## src/rtl/if_prefetch.sv

```systemverilog
// Instruction-fetch prefetch queue: issues sequential word fetches to a one-cycle
// synchronous instruction memory and buffers the returned instructions for decode.
module if_prefetch #(
   parameter int unsigned        XLEN      = 32,
   parameter int unsigned        DEPTH     = 4,
   parameter logic [XLEN-1:0]    RESET_PC  = '0,
   parameter logic [31:0]        NOP_INSTR = 32'h0000_0013
) (
   input  logic                       clk,
   input  logic                       reset,
   input  logic                       is_flush,
   input  logic [XLEN-1:0]            branch_target,
   input  logic                       is_stall,
   output logic                       imem_req,
   output logic [XLEN-1:0]            imem_addr,
   input  logic [31:0]                imem_rdata,
   output logic                       is_valid,
   output logic [XLEN-1:0]            pc,
   output logic [31:0]                instr,
   output logic [$clog2(DEPTH+1)-1:0] count
);
   localparam int unsigned PW = $clog2(DEPTH);
   localparam int unsigned CW = $clog2(DEPTH+1);

   logic [XLEN-1:0]             fetch_pc_q, fetch_pc_d;
   logic [XLEN-1:0]             req_pc_q, req_pc_d;
   logic                        pending_q, pending_d;
   logic [PW-1:0]               wr_ptr_q, wr_ptr_d;
   logic [PW-1:0]               rd_ptr_q, rd_ptr_d;
   logic [CW-1:0]               count_q, count_d;
   logic [DEPTH-1:0][XLEN-1:0]  q_pc_q, q_pc_d;
   logic [DEPTH-1:0][31:0]      q_ins_q, q_ins_d;

   logic [CW:0] inflight;
   logic        req, push, pop;
   logic        unused_tgt_bits;

   assign unused_tgt_bits = ^branch_target[1:0];

   // Credit: queued entries plus the one in flight must leave room for the new fetch.
   assign inflight = {1'b0, count_q} + {{CW{1'b0}}, pending_q};
   assign req      = reset & ~is_flush & (inflight < (CW+1)'(DEPTH));
   assign push     = pending_q & ~is_flush;
   assign pop      = (count_q != '0) & ~is_stall & ~is_flush;

   always_comb begin
      fetch_pc_d = fetch_pc_q;
      req_pc_d   = req_pc_q;
      pending_d  = pending_q;
      wr_ptr_d   = wr_ptr_q;
      rd_ptr_d   = rd_ptr_q;
      count_d    = count_q;
      q_pc_d     = q_pc_q;
      q_ins_d    = q_ins_q;
      if (is_flush) begin
         fetch_pc_d = {branch_target[XLEN-1:2], 2'b00};
         pending_d  = 1'b0;
         wr_ptr_d   = '0;
         rd_ptr_d   = '0;
         count_d    = '0;
      end else begin
         pending_d = req;
         if (req) begin
            fetch_pc_d = fetch_pc_q + XLEN'(4);
            req_pc_d   = fetch_pc_q;
         end
         if (push) begin
            q_pc_d[wr_ptr_q]  = req_pc_q;
            q_ins_d[wr_ptr_q] = imem_rdata;
            wr_ptr_d          = wr_ptr_q + PW'(1);
         end
         if (pop) rd_ptr_d = rd_ptr_q + PW'(1);
         case ({push, pop})
            2'b10:   count_d = count_q + CW'(1);
            2'b01:   count_d = count_q - CW'(1);
            default: count_d = count_q;
         endcase
      end
   end

   always_ff @(posedge clk or negedge reset) begin
      if (!reset) begin
         fetch_pc_q <= RESET_PC;
         req_pc_q   <= '0;
         pending_q  <= 1'b0;
         wr_ptr_q   <= '0;
         rd_ptr_q   <= '0;
         count_q    <= '0;
         q_pc_q     <= '0;
         q_ins_q    <= '0;
      end else begin
         fetch_pc_q <= fetch_pc_d;
         req_pc_q   <= req_pc_d;
         pending_q  <= pending_d;
         wr_ptr_q   <= wr_ptr_d;
         rd_ptr_q   <= rd_ptr_d;
         count_q    <= count_d;
         q_pc_q     <= q_pc_d;
         q_ins_q    <= q_ins_d;
      end
   end

   assign imem_req  = req;
   assign imem_addr = fetch_pc_q;
   assign count     = count_q;
   assign is_valid  = (count_q != '0);
   assign pc        = is_valid ? q_pc_q[rd_ptr_q]  : '0;
   assign instr     = is_valid ? q_ins_q[rd_ptr_q] : NOP_INSTR;

   // A push into a full queue without a pop means the credit rule was broken.
   a_no_overflow: assert property (@(posedge clk) disable iff (!reset)
      !(push && !pop && (count_q == CW'(DEPTH))));
endmodule
```

## config.mk

```make
export PLATFORM = sky130hd
export DESIGN_NAME = if_prefetch
export DESIGN_NICKNAME = d
export VERILOG_FILES = /design/src/rtl/if_prefetch.sv
export SDC_FILE = /design/constraint.sdc
export NUM_CORES = 1
export LEC_CHECK = 0
export BUFFER_PORTS_ARGS = -buffer_cell sky130_fd_sc_hd__buf_2
export CAP_MARGIN = 20
export CORE_MARGIN = 1
export CORE_UTILIZATION = 65
export CTS_BUF_LIST = sky130_fd_sc_hd__clkbuf_8
export CTS_CLUSTER_DIAMETER = 50
export CTS_CLUSTER_SIZE = 14
export DETAILED_ROUTE_END_ITERATION = 8
export GPL_TIMING_DRIVEN = 0
export PLACE_DENSITY = 0.95
export SKIP_CTS_REPAIR_TIMING = 1
export SYNTH_ARGS = -nofsm -noshare
export SYNTH_HDL_FRONTEND = slang
export SYNTH_SLANG_ARGS = --single-unit
```

## constraint.sdc

```tcl
create_clock -name clk -period 4.2 [get_ports clk]
set_clock_uncertainty 0.05 [all_clocks]
set_input_delay 1.05 -clock clk [delete_from_list [all_inputs] [get_ports clk]]
set_output_delay 1.05 -clock clk [all_outputs]
set_load 0.02 [all_outputs]
```

==> summary.md, run 1 <==
The run gives 0 as the number of antenna violations at the first check in global routing. The tools report the post-synthesis cell count as 1051. The endpoint identified for the worst register-to-register timing path is req_pc_q[12]. For the worst flop-to-flop path, the logic depth is 9. The switching power share of the total was 0.3602. In the layout the commonest cells are dfrtp_1, mux2_2, buf_2.

The proportion of power drawn by the clock network was 0.173; the number of buffers on the longest clock path was 3. The tools report the largest net degree at the start of global routing as 110. The tools report the leakage power of the design as 0.007908 uW.

Counting the buffers created by CTS gives 29. The overall die width is 151.1 um. In the routed design, unresolved DRC markers number 0. The routed design could run at a clock period as short as 4059 ps. The actual transition at the worst max-transition pin was 798.7 ps; the number of global-route vias before repair was 9859. The die is 151.1 um tall.

The number of rows in the core area came out at 54. STA classifies the critical path startpoint as a register. The part of the cycle the worst path needs is 0.9665, and the data required time at the worst endpoint is 3100 ps.

The distinct cell type count of the synthesized netlist is 54. The register area was 7908 um^2. The standard cell core area was 21820 um^2; the overall overflow remaining after global route was 0. The post-route non-filler standard cell count is 1543. The dominant register cell in the synthesized netlist is dfrtp_1.

The total vias in the final route was 9606; the fraction of final layout cells with drive strength greater than 1 was 0.4572. Across the VDD grid, the largest voltage drop is 0.3838 mV. TritonCTS built the clock tree. The number of slew-limit violations in the final report was 0. Total instance count after detailed placement: 1497.

Summed over all nets, the switching power comes to 3723 uW. Antenna violation net count after detailed routing: 0. 169 I/O pins were placed. The detailed-router iteration count before antenna repair came out at 5. The portion of total power attributed to sequential cells is 0.447. The top fanout value on the critical path is 10, and the area overhead of the layout relative to synthesis is 12.67%.

The final layout contains 1323 nets. Setup repair after global routing left no endpoint under its margin. Each instance of the synthesized netlist takes up on average 13.74 um^2.

The startpoint of the worst register-to-register path was pending_q. The design draws 10340 uW. The tools report the nature of the critical path endpoint as a primary output.

Dividing the detail-routed wire length by the instance count gives 22.06 um. The final-report setup violation count is 0, and the number of vias per cell is 6.226. The tightest slew margin relative to the limit was 0.4676; the sequential area share after synthesis was 0.5475.

Routability-driven placement finished with a final weighted congestion of 0.9036. After clock tree synthesis, the clock-pin slew on the worst setup and hold paths is 90 ps. The first global-routing pass estimated 52380 um of wire.

The run finished with clean final reports. The half-perimeter wire length after detailed placement is 22920 um. Counting every sink on the clock net gives 316.

The total count of hold-check failures in the final report came out at 0. For the internal portion of total power, the log shows 6612 uW. For flop-to-flop paths, the worst setup slack is 1910 ps. The tools report the relative contribution of combinational cells to total power as 0.381. Counting flops with a built-in enable in the synthesized netlist gives 0. The cell sitting at the root of the clock tree is a clkbuf_8. The clock latency on the worst-skew pair came out at 580 ps.

Proportion of register bits with asynchronous set or reset after synthesis: 1.000. The die covers 22820 um^2. The starting density of the core was 0.6618. The critical path is of the reg2out type. The synthesized netlist occupies a cell area of 14440 um^2. The count of synthesis-stage warnings from yosys was 0; the multi-input combinational cell area was 6152 um^2. The tools report the overall routing resource usage as 0.3003.

The most common cell after layout, fill and taps aside was dfrtp_1. The routed design has 34040 um of wire. For this design the ratio of total power to cell area is 635.2 nW/um^2. The DRC violation total after the first TritonRoute iteration is 578. The logs give 246.3 MHz for the maximum clock frequency and 1 for the CTS H-tree depth. The min-delay analysis places its worst path in the category in2async.

The data arrival at the endpoint of the critical path is 2960 ps, and the number of violations of the max-capacitance limit is 0. The count of filler cells inserted in the layout is 1332, and the number of buffer cells added on primary ports is 161. In this run, synthesis produced a sequential element count of 316.
worst max-delay path, stage by stage, from the launching register on:
cell      delay (ps)
dfrtp_1          330
clkbuf_1         530
clkbuf_1         670
mux4_2           400
or2_2            290
buf_2            160
logic make-up (layout without fill, tap and decap cells):
family | after synthesis | in the layout | synth area share
xor gates and xnor gates | 9 | 9 | 0.005457
buffers and inverters | 82 | 290 | 0.02729
DFF | 316 | 316 | 0.5475
muxes | 314 | 314 | 0.2928
AOI/OAI and AO/OA | 56 | 56 | 0.02781
and+or+nand+nor | 267 | 267 | 0.09313
adders and majority gates | 6 | 6 | 0.005718
other | 1 | 5 | 0.0002596
power groups by stage:
stage	clock network [uW]	registers [uW]	logic [uW]
4_1_cts	1800	4590	3960
2_1_floorplan	0	4450	2800
3_5_place_dp	0	4640	3930
5_1_grt	1910	4710	4260
6_report	1780	4620	3930
3_3_place_gp	0	4540	3770
Yosys cell counts (5+ instances only):
cell / number / share of area
dfrtp_1: 316 / 0.55
mux2_2: 248 / 0.19
nand2_1: 129 / 0.034
mux4_2: 62 / 0.097
nor2b_1: 60 / 0.026
buf_2: 39 / 0.014
clkbuf_1: 22 / 0.0057
nand3_1: 20 / 0.0069
nor2_1: 20 / 0.0052
o21ai_0: 13 / 0.0045
o211ai_1: 12 / 0.0062
inv_1: 9 / 0.0023
nand4_1: 8 / 0.0035
o311ai_0: 6 / 0.0036
a221o_1: 5 / 0.0035
buf_4: 5 / 0.0026
ha_1: 5 / 0.0043
or3_1: 5 / 0.0022
xnor2_1: 5 / 0.0030
area by class of cell:
class,instances,area share
antenna,1,0.0001538
buffer,72,0.02191
clock buffer,32,0.02707
clock inverter,12,0.005844
inverter,9,0.002076
multi-input combinational,656,0.3781
sequential,316,0.4860
tap,280,0.02153
timing repair buffer,165,0.05736
stage by stage:
step                      hold slack, ps  setup TNS (ps)    util  cell area [um^2]  worst slack [ps]
after detailed placement           437.8          -570.1  0.7183             15680            -570.1
after CTS                          458.6          -567.7  0.7428             16210            -567.7
after global routing               290.2               0  0.7455             16270             71.85
after floorplan                    423.9               0       -             14450             969.3
final                              303.7               0  0.7456             16270             140.6
after global placement             431.1        -1419560  0.7153             15610             -5487
per-layer routing:
layer | vias up | track usage | part of all wire | routed length, um
li1 | 4168 | - | - | -
met1 | 4930 | 0.4037 | 0.40 | 13500
met2 | 440 | 0.5177 | 0.51 | 17210
met3 | 68 | 0.04639 | 0.073 | 2496
met4 | 0 | 0.07050 | 0.024 | 826
met5 | - | 0 | 0 | 0
sequential cells by signal, summed over array words and instances (netlist names):
name / cells
rd_ptr_q: 2
pending_q: 1
wr_ptr_q: 2
imem_addr: 30
count: 3
q_ins_q: 128
q_pc_q: 120
req_pc_q: 30
worst max-delay path by stage:
stage,start,endpoint,slack (ps),cells past startpoint
3_3_place_gp,reset,imem_req,-5490,6
2_1_floorplan,is_flush,imem_req,970,6
3_5_place_dp,reset,imem_req,-570,7
6_report,rd_ptr_q[1],instr[4],140,5
5_1_grt,rd_ptr_q[1],instr[4],70,5
4_1_cts,reset,imem_req,-570,7
No activity file was read; power rests on OpenSTA's default activity.
==> run 2, diff against run 1 <==
ABC_AREA = 1   (was not set)
CORE_UTILIZATION = 55   (was 65)
PLACE_DENSITY = 0.86   (was 0.95)
clock period = 3.5 ns   (was 4.2 ns; I/O delays follow)
==> summary.md, run 2 <==
Actual transition at the worst max-transition pin: 634.1 ps (-164.5 ps). The tools report the overall overflow remaining after global route as 0 (unchanged). The register bank with the most flops is q_ins_q.

The setup path with the least slack is of type reg2out. Setup repair after global routing left no endpoint under its margin. The logs give 610 ps (+30 ps) for the clock latency on the worst-skew pair and 68700 um (+31%) for the first-pass GRT wire length. The number of rows in the core area is 59 (+9.3%). The number of enable-type register cells in the synthesized netlist is 0 (unchanged).

By area the synthesized netlist is led by dfrtp_1, nand2_1, o21ai_1, nor2_1, o21ai_0. The worst setup path is launched from a register. The logs give 8768 uW (-15%) for the power consumption and 286.5 MHz for the maximum clock frequency. The average detailed-routed wire length per instance was 17.88 um (-19%). TritonCTS built the clock tree. The total instance count after detailed placement came out at 2352 (+57%). The starting density of the core came out at 0.5659 (-0.09587).

The post-layout utilization of the core came out at 0.6421 (-0.1035). The root buffer cell was clkbuf_8. Post-detailed-routing wire length: 42980 um (+26%). The run gives 0 (unchanged) as the number of slew-limit violations in the final report. The number of vias per cell came out at 5.777 (-7.2%). Vertical die dimension: 166.7 um (+10%). The area growth from synthesis to layout is 13.46%. The library cells used most frequently in the layout, excluding fill and tap cells, are nand2_1, dfrtp_1, nor2_1. nand2_1 is the most common cell in the netlist. The total negative slack came out at 0 ps (unchanged).

The run gives 27780 um^2 (+22%) as the floorplan die area. The top fanout value on the critical path was 10 (unchanged); the proportion of register bits with asynchronous set or reset after synthesis was 1.000 (unchanged). The flow ran to the end, and the final reports show no timing, DRC or antenna violations. For the count of unresolved DRC violations after routing, the log shows 0 (unchanged). The cell accounting for the most synthesized area is dfrtp_1.

Post-route non-filler standard cell count: 2404 (+56%). Detailed-router iteration count before antenna repair: 6 (+1). The largest vdd supply drop was 0.2600 mV (-32%). The weighted congestion reported at the end of routability-driven placement is 0.9452 (+4.6%). The worst setup path is captured at a primary output.

The startpoint identified for the worst register-to-register timing path is count[1]. The power density relative to cell area came out at 518.2 nW/um^2 (-18%). Number of flip-flops in the largest register: 128 (unchanged).

Number of register bits inferred by synthesis: 316 (unchanged). Among all flip-flop cells after synthesis, the most frequent one is dfrtp_1. The final-report setup violation count was 0 (unchanged); the number of violations of the max-capacitance limit was 0 (unchanged).

Number of cells on the worst reg-to-reg path: 9 (unchanged). The total vias in the final route was 13889 (+45%). The total count of hold-check failures in the final report is 0 (unchanged). The fraction of synthesized cell area taken by the top area cell type works out to 0.5302 (-0.01732). The logs give 0.5719 (+0.1043) for the tightest slew margin relative to the limit and 0 (unchanged) for the antenna violation net count after detailed routing.

The worst register-to-register path ends at count[2]. The DRC violation total after the first TritonRoute iteration is 1577 (+170%). The overall routing resource usage is 0.3089 (+0.008638), and the number of global-route vias before repair is 13432 (+36%). After synthesis, the most frequently instantiated cells are nand2_1, dfrtp_1, nor2_1. The data required time at the worst endpoint is 2570 ps (-530 ps). The standard cell core area was 26350 um^2 (+21%); the register area was 7908 um^2 (unchanged). The most common cell after layout, fill and taps aside is nand2_1.

The number of buffers on the longest clock path was 3 (unchanged). The data arrival at the endpoint of the critical path was 2570 ps (-390 ps). The fraction of final layout cells with drive strength greater than 1 came out at 0.1522 (-0.3050). The run gives 0.008335 uW (+5.4%) as the leakage power of the design.

The mean post-synth cell area is 8.062 um^2 (-41%), and the distinct cell type count of the synthesized netlist is 35 (-35%). The clock-pin slew of the registers on the worst-case setup and hold paths is 90 ps (about the same), and the number of ports placed on the die boundary is 169 (unchanged). The overall die width was 166.7 um (+10%); the minimum period implied by the final worst setup slack was 3491 ps. The logs give 1850 (+76%) for the post-synthesis cell count and 0.5302 (-0.01732) for the sequential area share after synthesis.

The number of sinks on the clock net came out at 316 (unchanged). The type of the worst min-delay path is in2async. The part of the cycle the worst path needs was 0.9974; the TritonCTS buffer count was 31 (+6.9%).

The number of inserted diodes was 0 (-1); the setup slack of the worst register-to-register path was 1420 ps (-490 ps). The number of buffer cells added on primary ports was 162 (+0.62%). The netlist area before placement was 14910 um^2 (+3.3%); the largest net degree at the start of global routing was 124 (+13%). The tools report the half-perimeter wire length after detailed placement as 29790 um (+30%). For the count of filler cells inserted in the layout, the log shows 2239 (+68%). The largest registers in the layout are q_ins_q x128, q_pc_q x120. The number of antenna violations at the first check in global routing came out at 1 (+1). The tools report the post-layout net count as 2125 (+61%). The run gives 1 (unchanged) as the CTS H-tree depth. The count of synthesis-stage warnings from yosys was 0 (unchanged); the multi-input combinational cell area was 5817 um^2 (-5.5%).
[run 2: cell types whose count changed after synthesis, sizes merged, moves of 62 or more]
cell,delta
a21oi,+69
mux2,-248
nor2,+291
inv,+115
o21ai,+395
nand2,+268
mux4,-62
[run 2: report_power, final]
group	internal [uW]	switching [uW]	total [uW]	leakage, uW
registers	4230	368	4600	0.00412
logic	597	1110	1700	0.00387
clock network	1130	1340	2470	0.000347
total	5960	2810	8770	0.00833
[run 2: how the worst max path moves through the flow]
stage / slack (ps) / end / startpoint
floorplan: 1000 / instr[0] / rd_ptr_q[0]
global placement: -4840 / imem_req / reset
detailed placement: -330 / imem_req / reset
CTS: -330 / imem_req / reset
global route: 0.04 / imem_req / reset
finish: 9 / instr[31] / rd_ptr_q[0]
[run 2: logic make-up after synthesis]
logic type               Yosys count  synth area share
AND/OR/NAND/NOR                  786            0.2122
AO/OA/AOI/OAI                    492            0.1684
buffers and inverters            244           0.08054
XOR/XNOR                           5          0.002936
flip-flops                       316            0.5302
adder cells (fa/ha/maj)            6          0.005537
other                              1         0.0002514
[run 2: area by class of cell]
cell class              count  area share
inverters                 125     0.02780
repair buffers            165     0.05398
multi-input cells        1293      0.3438
flip-flops and latches    316      0.4673
clock inverters            17     0.01057
well taps                 335     0.02477
clock buffers              34     0.02765
plain buffers             119     0.04414
[run 2: per-layer routing]
| layer | vias up | global-route usage | part of all wire |
|---|---|---|---|
| met5 | - | 0 | 0.00028 |
| li1 | 6361 | - | - |
| met3 | 130 | 0.04777 | 0.099 |
| met2 | 807 | 0.5042 | 0.46 |
| met1 | 6589 | 0.4116 | 0.40 |
| met4 | 2 | 0.1345 | 0.040 |
[run 2: metrics by stage]
stage / hold slack [ps] / area [um^2] / setup WS [ps]
finish: 90.28 / 16920 / 9.057
global route: 124.9 / 16920 / 0.04041
CTS: 189.6 / 16870 / -330.4
detailed placement: 419.7 / 16220 / -330.7
global placement: 412.8 / 16160 / -4839
floorplan: 397.8 / 14930 / 1003
[run 2: critical path, stage by stage, from the launching register on]
cell and delay (ps):
dfrtp_1 370, buf_2 190, clkinv_2 190, buf_4 230
clkbuf_4 260, o21ai_0 120, a21oi_1 340, buf_2 240
